[src/rtl/riscv_pipe_ctrl_pkg.sv]
`default_nettype none
// ============================================================================
// riscv_pipe_ctrl_pkg : shared types for the RV32I pipeline hazard controller
// Rev 1.0
// ============================================================================
package riscv_pipe_ctrl_pkg;

  localparam int PCTRL_CNT_W = 16;

  typedef enum logic [1:0] {
    PCTRL_RUN   = 2'd0,
    PCTRL_DWAIT = 2'd1,
    PCTRL_DRAIN = 2'd2
  } pctrl_state_e;

  typedef struct packed {
    logic pc_en;
    logic ifid_en;
    logic idex_en;
    logic exmem_en;
    logic memwb_en;
    logic ifid_clr;
    logic idex_clr;
    logic exmem_clr;
    logic memwb_clr;
  } pipe_ctl_t;

  // Whole-pipeline control patterns: {pc,ifid,idex,exmem,memwb}_en, {ifid,idex,exmem,memwb}_clr
  localparam pipe_ctl_t CTL_GO     = pipe_ctl_t'(9'b11111_0000);
  localparam pipe_ctl_t CTL_FREEZE = pipe_ctl_t'(9'b00000_0000);
  localparam pipe_ctl_t CTL_BUBBLE = pipe_ctl_t'(9'b00111_0100);
  localparam pipe_ctl_t CTL_RESET  = pipe_ctl_t'(9'b00000_1111);

endpackage : riscv_pipe_ctrl_pkg
`default_nettype wire

[src/rtl/riscv_pipe_ctrl_if.sv]
`default_nettype none
// ============================================================================
// riscv_pipe_ctrl_if : hazard inputs and stage-register controls of the pipeline
// Rev 1.0
// ============================================================================
interface riscv_pipe_ctrl_if
  import riscv_pipe_ctrl_pkg::*;
#(
  parameter int CNT_W = PCTRL_CNT_W
);
  logic [4:0]       i_id_rs1;
  logic [4:0]       i_id_rs2;
  logic             i_id_rs1_en;
  logic             i_id_rs2_en;
  logic             i_id_fence;
  logic [4:0]       i_ex_rd;
  logic             i_ex_we;
  logic             i_ex_load;
  logic             i_ex_valid;
  logic             i_mem_valid;
  logic             i_wb_valid;
  logic             i_ex_redirect;
  logic             i_imem_ack;
  logic             i_dmem_req;
  logic             i_dmem_ack;

  logic             o_pc_en;
  logic             o_ifid_en;
  logic             o_idex_en;
  logic             o_exmem_en;
  logic             o_memwb_en;
  logic             o_ifid_clr;
  logic             o_idex_clr;
  logic             o_exmem_clr;
  logic             o_memwb_clr;
  logic             o_dmem_err;
  logic [CNT_W-1:0] o_stall_cnt;
  logic [CNT_W-1:0] o_flush_cnt;

  // Datapath side: reports stage contents, obeys the controls.
  modport master (
    output i_id_rs1, i_id_rs2, i_id_rs1_en, i_id_rs2_en, i_id_fence,
           i_ex_rd, i_ex_we, i_ex_load, i_ex_valid, i_mem_valid, i_wb_valid,
           i_ex_redirect, i_imem_ack, i_dmem_req, i_dmem_ack,
    input  o_pc_en, o_ifid_en, o_idex_en, o_exmem_en, o_memwb_en,
           o_ifid_clr, o_idex_clr, o_exmem_clr, o_memwb_clr,
           o_dmem_err, o_stall_cnt, o_flush_cnt
  );

  modport slave (
    input  i_id_rs1, i_id_rs2, i_id_rs1_en, i_id_rs2_en, i_id_fence,
           i_ex_rd, i_ex_we, i_ex_load, i_ex_valid, i_mem_valid, i_wb_valid,
           i_ex_redirect, i_imem_ack, i_dmem_req, i_dmem_ack,
    output o_pc_en, o_ifid_en, o_idex_en, o_exmem_en, o_memwb_en,
           o_ifid_clr, o_idex_clr, o_exmem_clr, o_memwb_clr,
           o_dmem_err, o_stall_cnt, o_flush_cnt
  );

endinterface : riscv_pipe_ctrl_if
`default_nettype wire

[src/rtl/riscv_sat_counter.sv]
`default_nettype none
// ============================================================================
// riscv_sat_counter : up-counter that sticks at all-ones
// Rev 1.0
// ============================================================================
module riscv_sat_counter
  import riscv_pipe_ctrl_pkg::*;
#(
  parameter int WIDTH = PCTRL_CNT_W
) (
  input  logic             i_clk,
  input  logic             i_rstn,
  input  logic             i_inc,
  output logic [WIDTH-1:0] o_cnt
);

  logic [WIDTH-1:0] cnt_q;
  logic [WIDTH-1:0] cnt_d;

  always_comb begin
    cnt_d = cnt_q;
    if (i_inc && (cnt_q != '1)) begin
      cnt_d = cnt_q + WIDTH'(1);
    end
  end

  always_ff @(posedge i_clk or negedge i_rstn) begin
    if (!i_rstn) begin
      cnt_q <= '0;
    end else begin
      cnt_q <= cnt_d;
    end
  end

  assign o_cnt = cnt_q;

endmodule : riscv_sat_counter
`default_nettype wire

[src/rtl/riscv_pipe_ctrl.sv]
`default_nettype none
// ============================================================================
// riscv_pipe_ctrl : freeze / redirect / load-use / fence / fetch-wait sequencing
// Rev 1.0
// ============================================================================
module riscv_pipe_ctrl
  import riscv_pipe_ctrl_pkg::*;
#(
  parameter int CNT_W        = PCTRL_CNT_W,
  parameter int DMEM_TIMEOUT = 255
) (
  input  logic             i_clk,
  input  logic             i_rstn,
  riscv_pipe_ctrl_if.slave bus
);

  localparam int                WAIT_W    = $clog2(DMEM_TIMEOUT + 1);
  localparam logic [WAIT_W-1:0] WAIT_LAST = WAIT_W'(DMEM_TIMEOUT - 1);

  pctrl_state_e      state_q;
  pctrl_state_e      state_d;
  logic [WAIT_W-1:0] wait_cnt_q;
  logic [WAIT_W-1:0] wait_cnt_d;
  logic              dmem_err_q;
  logic              dmem_err_d;

  pipe_ctl_t         ctl;
  logic              load_use;
  logic              fence_wait;
  logic              timeout;
  logic              freeze;
  logic              flush_inc;
  logic              stall_inc;

  always_comb begin
    load_use   = bus.i_ex_load && bus.i_ex_we && (bus.i_ex_rd != 5'd0) &&
                 ((bus.i_id_rs1_en && (bus.i_id_rs1 == bus.i_ex_rd)) ||
                  (bus.i_id_rs2_en && (bus.i_id_rs2 == bus.i_ex_rd)));
    fence_wait = bus.i_id_fence &&
                 (bus.i_ex_valid || bus.i_mem_valid || bus.i_wb_valid);
    // The error pulse marks the cycle the stuck access is forcibly retired.
    timeout    = dmem_err_q && (state_q == PCTRL_DWAIT);
    freeze     = bus.i_dmem_req && !bus.i_dmem_ack && !timeout;
  end

  always_comb begin
    ctl        = CTL_GO;
    state_d    = PCTRL_RUN;
    wait_cnt_d = '0;
    dmem_err_d = 1'b0;
    flush_inc  = 1'b0;

    if (freeze) begin
      ctl        = CTL_FREEZE;
      state_d    = PCTRL_DWAIT;
      wait_cnt_d = (state_q == PCTRL_DWAIT) ? wait_cnt_q + WAIT_W'(1) : WAIT_W'(1);
      dmem_err_d = (wait_cnt_d >= WAIT_LAST);
    end else begin
      if (bus.i_ex_redirect) begin
        ctl.ifid_clr = 1'b1;
        ctl.idex_clr = 1'b1;
        flush_inc    = 1'b1;
      end else if (load_use) begin
        ctl = CTL_BUBBLE;
      end else if (fence_wait) begin
        ctl     = CTL_BUBBLE;
        state_d = PCTRL_DRAIN;
      end else if (!bus.i_imem_ack) begin
        ctl.pc_en    = 1'b0;
        ctl.ifid_clr = 1'b1;
      end
      if (timeout) begin
        ctl.memwb_clr = 1'b1;
      end
    end

    if (!i_rstn) begin
      ctl = CTL_RESET;
    end
  end

  always_ff @(posedge i_clk or negedge i_rstn) begin
    if (!i_rstn) begin
      state_q    <= PCTRL_RUN;
      wait_cnt_q <= '0;
      dmem_err_q <= 1'b0;
    end else begin
      state_q    <= state_d;
      wait_cnt_q <= wait_cnt_d;
      dmem_err_q <= dmem_err_d;
    end
  end

  assign stall_inc = !ctl.pc_en;

  riscv_sat_counter #(
    .WIDTH (CNT_W)
  ) u_stall_cnt (
    .i_clk  (i_clk),
    .i_rstn (i_rstn),
    .i_inc  (stall_inc),
    .o_cnt  (bus.o_stall_cnt)
  );

  riscv_sat_counter #(
    .WIDTH (CNT_W)
  ) u_flush_cnt (
    .i_clk  (i_clk),
    .i_rstn (i_rstn),
    .i_inc  (flush_inc),
    .o_cnt  (bus.o_flush_cnt)
  );

  assign bus.o_pc_en     = ctl.pc_en;
  assign bus.o_ifid_en   = ctl.ifid_en;
  assign bus.o_idex_en   = ctl.idex_en;
  assign bus.o_exmem_en  = ctl.exmem_en;
  assign bus.o_memwb_en  = ctl.memwb_en;
  assign bus.o_ifid_clr  = ctl.ifid_clr;
  assign bus.o_idex_clr  = ctl.idex_clr;
  assign bus.o_exmem_clr = ctl.exmem_clr;
  assign bus.o_memwb_clr = ctl.memwb_clr;
  assign bus.o_dmem_err  = dmem_err_q;

endmodule : riscv_pipe_ctrl
`default_nettype wire

[src/flat_wrapper.sv]
// flat-port wrapper written by rule: the top's interface ports become plain ports
module riscv_pipe_ctrl_flat import riscv_pipe_ctrl_pkg::*;
#(
  parameter int CNT_W        = PCTRL_CNT_W,
  parameter int DMEM_TIMEOUT = 255
)
  (i_clk, i_rstn, bus_i_id_rs1, bus_i_id_rs2, bus_i_id_rs1_en, bus_i_id_rs2_en, bus_i_id_fence, bus_i_ex_rd, bus_i_ex_we, bus_i_ex_load, bus_i_ex_valid, bus_i_mem_valid, bus_i_wb_valid, bus_i_ex_redirect, bus_i_imem_ack, bus_i_dmem_req, bus_i_dmem_ack, bus_o_pc_en, bus_o_ifid_en, bus_o_idex_en, bus_o_exmem_en, bus_o_memwb_en, bus_o_ifid_clr, bus_o_idex_clr, bus_o_exmem_clr, bus_o_memwb_clr, bus_o_dmem_err, bus_o_stall_cnt, bus_o_flush_cnt);
  riscv_pipe_ctrl_if #(.CNT_W(CNT_W)) bus_i ();
  input  logic i_clk;
  input  logic i_rstn;
  input wire logic [$bits(bus_i.i_id_rs1)-1:0] bus_i_id_rs1;
  input wire logic [$bits(bus_i.i_id_rs2)-1:0] bus_i_id_rs2;
  input wire logic [$bits(bus_i.i_id_rs1_en)-1:0] bus_i_id_rs1_en;
  input wire logic [$bits(bus_i.i_id_rs2_en)-1:0] bus_i_id_rs2_en;
  input wire logic [$bits(bus_i.i_id_fence)-1:0] bus_i_id_fence;
  input wire logic [$bits(bus_i.i_ex_rd)-1:0] bus_i_ex_rd;
  input wire logic [$bits(bus_i.i_ex_we)-1:0] bus_i_ex_we;
  input wire logic [$bits(bus_i.i_ex_load)-1:0] bus_i_ex_load;
  input wire logic [$bits(bus_i.i_ex_valid)-1:0] bus_i_ex_valid;
  input wire logic [$bits(bus_i.i_mem_valid)-1:0] bus_i_mem_valid;
  input wire logic [$bits(bus_i.i_wb_valid)-1:0] bus_i_wb_valid;
  input wire logic [$bits(bus_i.i_ex_redirect)-1:0] bus_i_ex_redirect;
  input wire logic [$bits(bus_i.i_imem_ack)-1:0] bus_i_imem_ack;
  input wire logic [$bits(bus_i.i_dmem_req)-1:0] bus_i_dmem_req;
  input wire logic [$bits(bus_i.i_dmem_ack)-1:0] bus_i_dmem_ack;
  output wire logic [$bits(bus_i.o_pc_en)-1:0] bus_o_pc_en;
  output wire logic [$bits(bus_i.o_ifid_en)-1:0] bus_o_ifid_en;
  output wire logic [$bits(bus_i.o_idex_en)-1:0] bus_o_idex_en;
  output wire logic [$bits(bus_i.o_exmem_en)-1:0] bus_o_exmem_en;
  output wire logic [$bits(bus_i.o_memwb_en)-1:0] bus_o_memwb_en;
  output wire logic [$bits(bus_i.o_ifid_clr)-1:0] bus_o_ifid_clr;
  output wire logic [$bits(bus_i.o_idex_clr)-1:0] bus_o_idex_clr;
  output wire logic [$bits(bus_i.o_exmem_clr)-1:0] bus_o_exmem_clr;
  output wire logic [$bits(bus_i.o_memwb_clr)-1:0] bus_o_memwb_clr;
  output wire logic [$bits(bus_i.o_dmem_err)-1:0] bus_o_dmem_err;
  output wire logic [$bits(bus_i.o_stall_cnt)-1:0] bus_o_stall_cnt;
  output wire logic [$bits(bus_i.o_flush_cnt)-1:0] bus_o_flush_cnt;
  assign bus_i.i_id_rs1 = bus_i_id_rs1;
  assign bus_i.i_id_rs2 = bus_i_id_rs2;
  assign bus_i.i_id_rs1_en = bus_i_id_rs1_en;
  assign bus_i.i_id_rs2_en = bus_i_id_rs2_en;
  assign bus_i.i_id_fence = bus_i_id_fence;
  assign bus_i.i_ex_rd = bus_i_ex_rd;
  assign bus_i.i_ex_we = bus_i_ex_we;
  assign bus_i.i_ex_load = bus_i_ex_load;
  assign bus_i.i_ex_valid = bus_i_ex_valid;
  assign bus_i.i_mem_valid = bus_i_mem_valid;
  assign bus_i.i_wb_valid = bus_i_wb_valid;
  assign bus_i.i_ex_redirect = bus_i_ex_redirect;
  assign bus_i.i_imem_ack = bus_i_imem_ack;
  assign bus_i.i_dmem_req = bus_i_dmem_req;
  assign bus_i.i_dmem_ack = bus_i_dmem_ack;
  assign bus_o_pc_en = bus_i.o_pc_en;
  assign bus_o_ifid_en = bus_i.o_ifid_en;
  assign bus_o_idex_en = bus_i.o_idex_en;
  assign bus_o_exmem_en = bus_i.o_exmem_en;
  assign bus_o_memwb_en = bus_i.o_memwb_en;
  assign bus_o_ifid_clr = bus_i.o_ifid_clr;
  assign bus_o_idex_clr = bus_i.o_idex_clr;
  assign bus_o_exmem_clr = bus_i.o_exmem_clr;
  assign bus_o_memwb_clr = bus_i.o_memwb_clr;
  assign bus_o_dmem_err = bus_i.o_dmem_err;
  assign bus_o_stall_cnt = bus_i.o_stall_cnt;
  assign bus_o_flush_cnt = bus_i.o_flush_cnt;
  riscv_pipe_ctrl #(.CNT_W(CNT_W), .DMEM_TIMEOUT(DMEM_TIMEOUT)) u_core (.i_clk(i_clk), .i_rstn(i_rstn), .bus(bus_i));
endmodule
[config.mk]
export PLATFORM = sky130hd
export DESIGN_NAME = riscv_pipe_ctrl_flat
export DESIGN_NICKNAME = d
export VERILOG_FILES = /design/src/rtl/riscv_pipe_ctrl_pkg.sv /design/src/rtl/riscv_pipe_ctrl_if.sv /design/src/rtl/riscv_sat_counter.sv /design/src/rtl/riscv_pipe_ctrl.sv /design/src/flat_wrapper.sv
export SDC_FILE = /design/constraint.sdc
export NUM_CORES = 1
export LEC_CHECK = 0
export BUFFER_PORTS_ARGS = -buffer_cell sky130_fd_sc_hd__buf_2
export CORE_MARGIN = 3
export CORE_UTILIZATION = 40
export CTS_BUF_LIST = sky130_fd_sc_hd__clkbuf_8
export CTS_CLUSTER_DIAMETER = 150
export CTS_CLUSTER_SIZE = 28
export DETAILED_ROUTE_END_ITERATION = 16
export PLACE_DENSITY = 0.64
export SYNTH_ARGS = -nofsm -noshare
export SYNTH_HDL_FRONTEND = slang
export SYNTH_SLANG_ARGS = --single-unit
[constraint.sdc]
create_clock -name i_clk -period 2.8 [get_ports i_clk]
set_input_delay 0.56 -clock i_clk [delete_from_list [all_inputs] [get_ports i_clk]]
set_output_delay 0.56 -clock i_clk [all_outputs]
set_load 0.1 [all_outputs]
# ---- After elaboration in Yosys (flattened, before gate mapping)
# Cells that the tools add are included.
dict set report word_totals {
  register_bits 43
  inputBits 29
  output_inout_bits 42
}
dict set report op_classes {
  n_addsub 3
  n_lt_le_gt_ge 1
  eq_ne 5
  mux 22
  n_reduce_logical 18
}
# cell n
set ops {}
lappend ops {{$add A16 B1 Y16 const B} 2}
lappend ops {{$ne A16 B16 Y1 const B} 2}
lappend ops {{$mux W9} 3}
lappend ops {{$mux W8} 2}
lappend ops {{$mux W2} 6}
lappend ops {{$logic_and A1 B1 Y1} 11}
lappend ops {{$eq A5 B5 Y1} 2}
lappend ops {{$add A8 B1 Y8 const B} 1}
lappend ops {{$ge A8 B8 Y1 const B} 1}
lappend ops {{$mux W1} 8}
lappend ops {{$mux W5} 1}
lappend ops {{$reduce_bool A5 Y1} 1}
lappend ops {{$mux W4} 1}
lappend ops {{$logic_not A1 Y1} 3}
lappend ops {{$logic_or A1 B1 Y1} 3}
lappend ops {{$mux W3} 1}
lappend ops {{$eq A2 B1 Y1 const B} 1}

# ---- Logic depth before layout (Yosys ltp)
dict set report depth {
  ltp_word 11
  mapped_depth 8
  depth_no_buf 7
}

# ---- By module
# Synthesis repeated with hierarchy kept, for this count alone.
dict set report hier_totals {
  hier_cells 233
  area_unflattened_um2 2484.9
}
# mod n_inst cells_each area_each_um2 seq_area_each_um2
set by_module_without_submodules {}
lappend by_module_without_submodules {riscv_sat_counter 2 72 859.6 400.4}
lappend by_module_without_submodules {riscv_pipe_ctrl 1 89 765.7 275.3}

# ---- Least setup slack after synthesis
# Ideal clock, no wire load.
dict set report synth_timing {
  path_kind {reg-to-output}
  start {reg u_core.dmem_err_q (netlist: u_core.bus.o_dmem_err)}
  end {out bus_o_pc_en}
  arrival_time_ns 3.746
  required_time_ns 2.240
  setup_slack_ns -1.506
  path_stages_with_launch 7
  n_path_buf 0
  cell_sequence {dfrtp_1 > nand3b_1 > nand3b_1 > inv_1 > nor2_1 > and3_4 > or2_2}
}
dict set report synth_between {
  elab_chain_len 5
}
# item line
set synth_lines {}
lappend synth_lines {{start, declared} riscv_pipe_ctrl.sv:24} ;# logic dmem_err_q;
lappend synth_lines {{start signal, assigned} riscv_pipe_ctrl.sv:90} ;# dmem_err_q <= dmem_err_d;
lappend synth_lines {{$logic_and A1 B1 Y1} riscv_pipe_ctrl.sv:42} ;# timeout = dmem_err_q && (state_q == PCTRL_DWAIT);
lappend synth_lines {{$logic_not A1 Y1} riscv_pipe_ctrl.sv:43} ;# freeze = bus.i_dmem_req && !bus.i_dmem_ack && !timeout;
lappend synth_lines {{$logic_and A1 B1 Y1} riscv_pipe_ctrl.sv:43}
lappend synth_lines {{net u_core.freeze} riscv_pipe_ctrl.sv:31} ;# logic freeze;
lappend synth_lines {{$mux W9} riscv_pipe_ctrl.sv:53} ;# if (freeze) begin
lappend synth_lines {{$mux W9} riscv_pipe_ctrl.sv:77} ;# if (!i_rstn) begin
lappend synth_lines {{end, declared} flat_wrapper.sv:26} ;# output wire logic [$bits(bus_i.o_pc_en)-1:0] bus_o_pc_en;
# The timed path passes the listed nets, and every way through them passes these cells.

# ---- Worst setup path in the final report
dict set report layout_timing {
  start {in bus_i_ex_rd[1]}
  end {out bus_o_idex_clr}
}
dict set report layout_between {
  elab_chain_len 8
}
# item line
set layout_lines {}
lappend layout_lines {{start, declared} flat_wrapper.sv:16} ;# input wire logic [$bits(bus_i.i_ex_rd)-1:0] bus_i_ex_rd;
lappend layout_lines {{$eq A5 B5 Y1 (on tied branches)} {riscv_pipe_ctrl.sv:37, riscv_pipe_ctrl.sv:38}}
lappend layout_lines {{$logic_and A1 B1 Y1 (on tied branches)} {riscv_pipe_ctrl.sv:37, riscv_pipe_ctrl.sv:38}}
lappend layout_lines {{$logic_or A1 B1 Y1} riscv_pipe_ctrl.sv:37} ;# ((bus.i_id_rs1_en && (bus.i_id_rs1 == bus.i_ex_rd)) ||
lappend layout_lines {{$logic_and A1 B1 Y1 *} riscv_pipe_ctrl.sv:36} ;# load_use = bus.i_ex_load && bus.i_ex_we && (bus.i_ex_rd != 5'd0) &&
lappend layout_lines {{$mux W9 *} riscv_pipe_ctrl.sv:63} ;# end else if (load_use) begin
lappend layout_lines {{$mux W2 *} riscv_pipe_ctrl.sv:59} ;# if (bus.i_ex_redirect) begin
lappend layout_lines {{$mux W9 *} riscv_pipe_ctrl.sv:53}
lappend layout_lines {{$mux W9 *} riscv_pipe_ctrl.sv:77}
lappend layout_lines {{end, declared} flat_wrapper.sv:32} ;# output wire logic [$bits(bus_i.o_idex_clr)-1:0] bus_o_idex_clr;
# Every way passes the cells marked *; elsewhere a longest branch is shown, timed or not.

==> reports/metrics.cfg <==
[clocking]
cts_resized = 0
cts_setup_buffers = 0
cts_made_buffers = 5
holdBufCountCts = 0
cts_sinks = 43
cts-root-buf = clkbuf_8
htreeDepth = 2
clock_latency_ns = 0.29
clock_path_buffers = 2
clkTransAtPathRegs_ns = 0.07
cts_tree = yes

[synth]
synthMuxAreaShare_pct = 2.33
synth_top_area_share_pct = 47.6
synth_xor_area_share_pct = 17.1
synth_area_per_cell_um2 = 11.3
yosysWarningCount = 0
ys_ff_latch = 43
synth.most_common_cell = dfrtp_1
synth-simple-area-share_pct = 24.0
netlist_area_um2 = 2260
async_flop_share_pct = 100
synth_top_family_by_area = simple AND/OR/NAND/NOR gates
yosysTopAreaCell = dfrtp_1
synth.area.top_cells = dfrtp_1, xnor2_1, xor2_1
yosysSeqAreaShare_pct = 47.6
synthAdderAreaFrac_pct = 1.66
synth_edf_count = 0
synth_compound_area_share_pct = 5.43
ys_types = 43
ys.flop_type = dfrtp_1
netlist_instances = 200
synth_common_cells = dfrtp_1, xnor2_1, nand2_1, nor2_1
syn-num-nets = 232

[layout]
drive_gt1_share_pct = 38.8
multi_input_area_um2 = 1160
fill_cells = 498
syn_to_final_growth_pct = 30.2
final-instance-count-excl-fill = 348
diodes = 0
final-seq-area_um2 = 1080
num-nets-final = 309

[global_route]
grt_pass1_wl_um = 7850
antenna_found_initial = 0
grt_pass1_vias = 1708
grt_usage_pct = 15.6
grt_max_degree = 29
grt-ovfl-total = 0

[floorplanning]
dieWidth_um = 81.2
rows = 26
fp.dieH_um = 81.2
io_pins = 71
start_util_pct = 42.9
die-area_um2 = 6590
core-area_um2 = 5270

[place]
dpl.hpwl_um = 3670
placedCellCount = 340
gp_congestion = 0.791
io_buffers = 70

[worst_setup_path]
start_kind = primary input
critPathCaptureType = output port
regToRegStartpoint = u_core.bus.o_dmem_err$_DFF_PN0_
criticalPathCategory = in2out
slowest_stage = or3_1
cp.required_ns = 2.24
critPathLaunch = bus_i_ex_rd[1]
max_stage_delay_ns = 0.38
path_cells = buf_2 > or3_1 > o311a_4 > a21boi_4 > nor2b_1 > o21ai_2 > buf_2
crit_path_frequent_cell = buf_2
cp_data_arrival_time_ns = 2.14
path_max_fanout = 5

[power_and_ir_drop]
ir_drop_mv = 0.959
p_leak_uw = 0.00138
p_per_area_nw_per_um2 = 885

[timing]
fin_crit_sh_pct = 96.4
worst_pin_slew_ns = 0.500
fmax_ghz = 0.371
maxSlewViolCount = 0
rsz0062_at_grt = no
relSlewSlack_pct = 66.9
whs_ns = 0.136
final-hold-violation-count = 0
min_period_ns = 2.70
setup_viol = 0
skew_ns = 0.00534

[routing]
vias = 1723
drt_iter0_markers = 14
drtPass1Iterations = 4
drt.antenna.violating_nets = 0
drt-total-wl_um = 4640
detail_route.vias_per_cell = 4.95
wl_per_cell_um = 13.3
drcViolationCount = 0

[status]
status = completed

[run]
drv_cap = 0

[worst_hold_path]
hold_path.class = in2async

per-stage QoR:
step	setup WS [ns]	TNS, ns	total power [µW]	instance area [µm²]	utilization (%)
global route	0.0105	0	2730	2940	55.8
global placement	0.116	0	2050	2810	53.3
finish	0.101	0	2600	2940	55.8
floorplan	-0.0522	-0.0522	1830	2280	-
CTS	0.0979	0	2630	2940	55.8
detailed placement	0.0963	0	2060	2810	53.3
layer usage:
| metal | global-route usage [%] | part of all wire [%] |
|---|---|---|
| met5 | 0 | 0 |
| met4 | 5.07 | 1.0 |
| met3 | 4.66 | 5.6 |
| met2 | 25.0 | 48 |
| met1 | 20.1 | 45 |
cells by family (layout without fill, tap and decap cells):
kind of cell               after synthesis  count (layout)
and+or+nand+nor                         88              88
buffers and inverters                    7              85
muxes                                    4               4
adders and majority gates                3               3
xor gates and xnor gates                44              44
DFF                                     43              43
AOI/OAI and AO/OA                       11              11
flip-flops by register name, summed over array words and instances, names as in the netlist:
name / cells
u_core.bus.o_dmem_err: 1
u_core.state_q: 2
u_core.u_flush_cnt.o_cnt: 16
u_core.wait_cnt_q: 8
u_core.u_stall_cnt.o_cnt: 16
cells in the final DEF (no fill, tap or decap), drive strengths merged, types with 2 or more instances in the layout:
cell    synthesis  routed
and4            6       6
nand3          16      16
ha              3       3
nand3b          3       3
buf             4      74
xnor2          34      34
nand2b          2       2
nor4            3       3
inv             3       4
nor2           11      11
nand2          21      21
mux2            4       4
nor2b           2       2
dfrtp          43      43
xor2           10      10
clkbuf          0       5
bufinv          0       2
and3            7       7
nand4          11      11
path summary, 6_finish.rpt:
| check | cells past startpoint | slack, ns | endpoint |
|---|---|---|---|
| max in group asynchronous | 2 | 2.02 | u_core.u_flush_cnt.o_cnt[12]$_DFFE_PN0P_ |
| max reg2reg | 7 | 0.72 | u_core.u_stall_cnt.o_cnt[1]$_DFFE_PN0P_ |
| max | 7 | 0.10 | bus_o_idex_clr |
| min in group i_clk | 1 | 0.49 | u_core.u_stall_cnt.o_cnt[5]$_DFFE_PN0P_ |
| min reg2reg | 1 | 0.49 | u_core.u_stall_cnt.o_cnt[5]$_DFFE_PN0P_ |
| min | 1 | 0.14 | u_core.wait_cnt_q[5]$_DFF_PN0_ |
layout make-up:
class	instances	share of cell area (%)
Clock inverter	3	2.17
Inverter	3	0.383
Timing Repair Buffer	74	16.0
Clock buffer	5	2.34
Sequential cell	43	36.7
Tap cell	70	2.98
Multi-Input combinational cell	150	39.5
worst max-delay path: cells and delay by family:
family / cells / cell delay (ns)
AND/OR/NAND/NOR: 2 / 0.56
buffers and inverters: 2 / 0.42
AO/OA/AOI/OAI: 3 / 0.60
report_power, final:
part	internal [µW]	total (µW)	switching [µW]
sequential	722	850	127
combinational	239	1190	955
clock	353	560	207
Power figures use the tool's default switching activity.
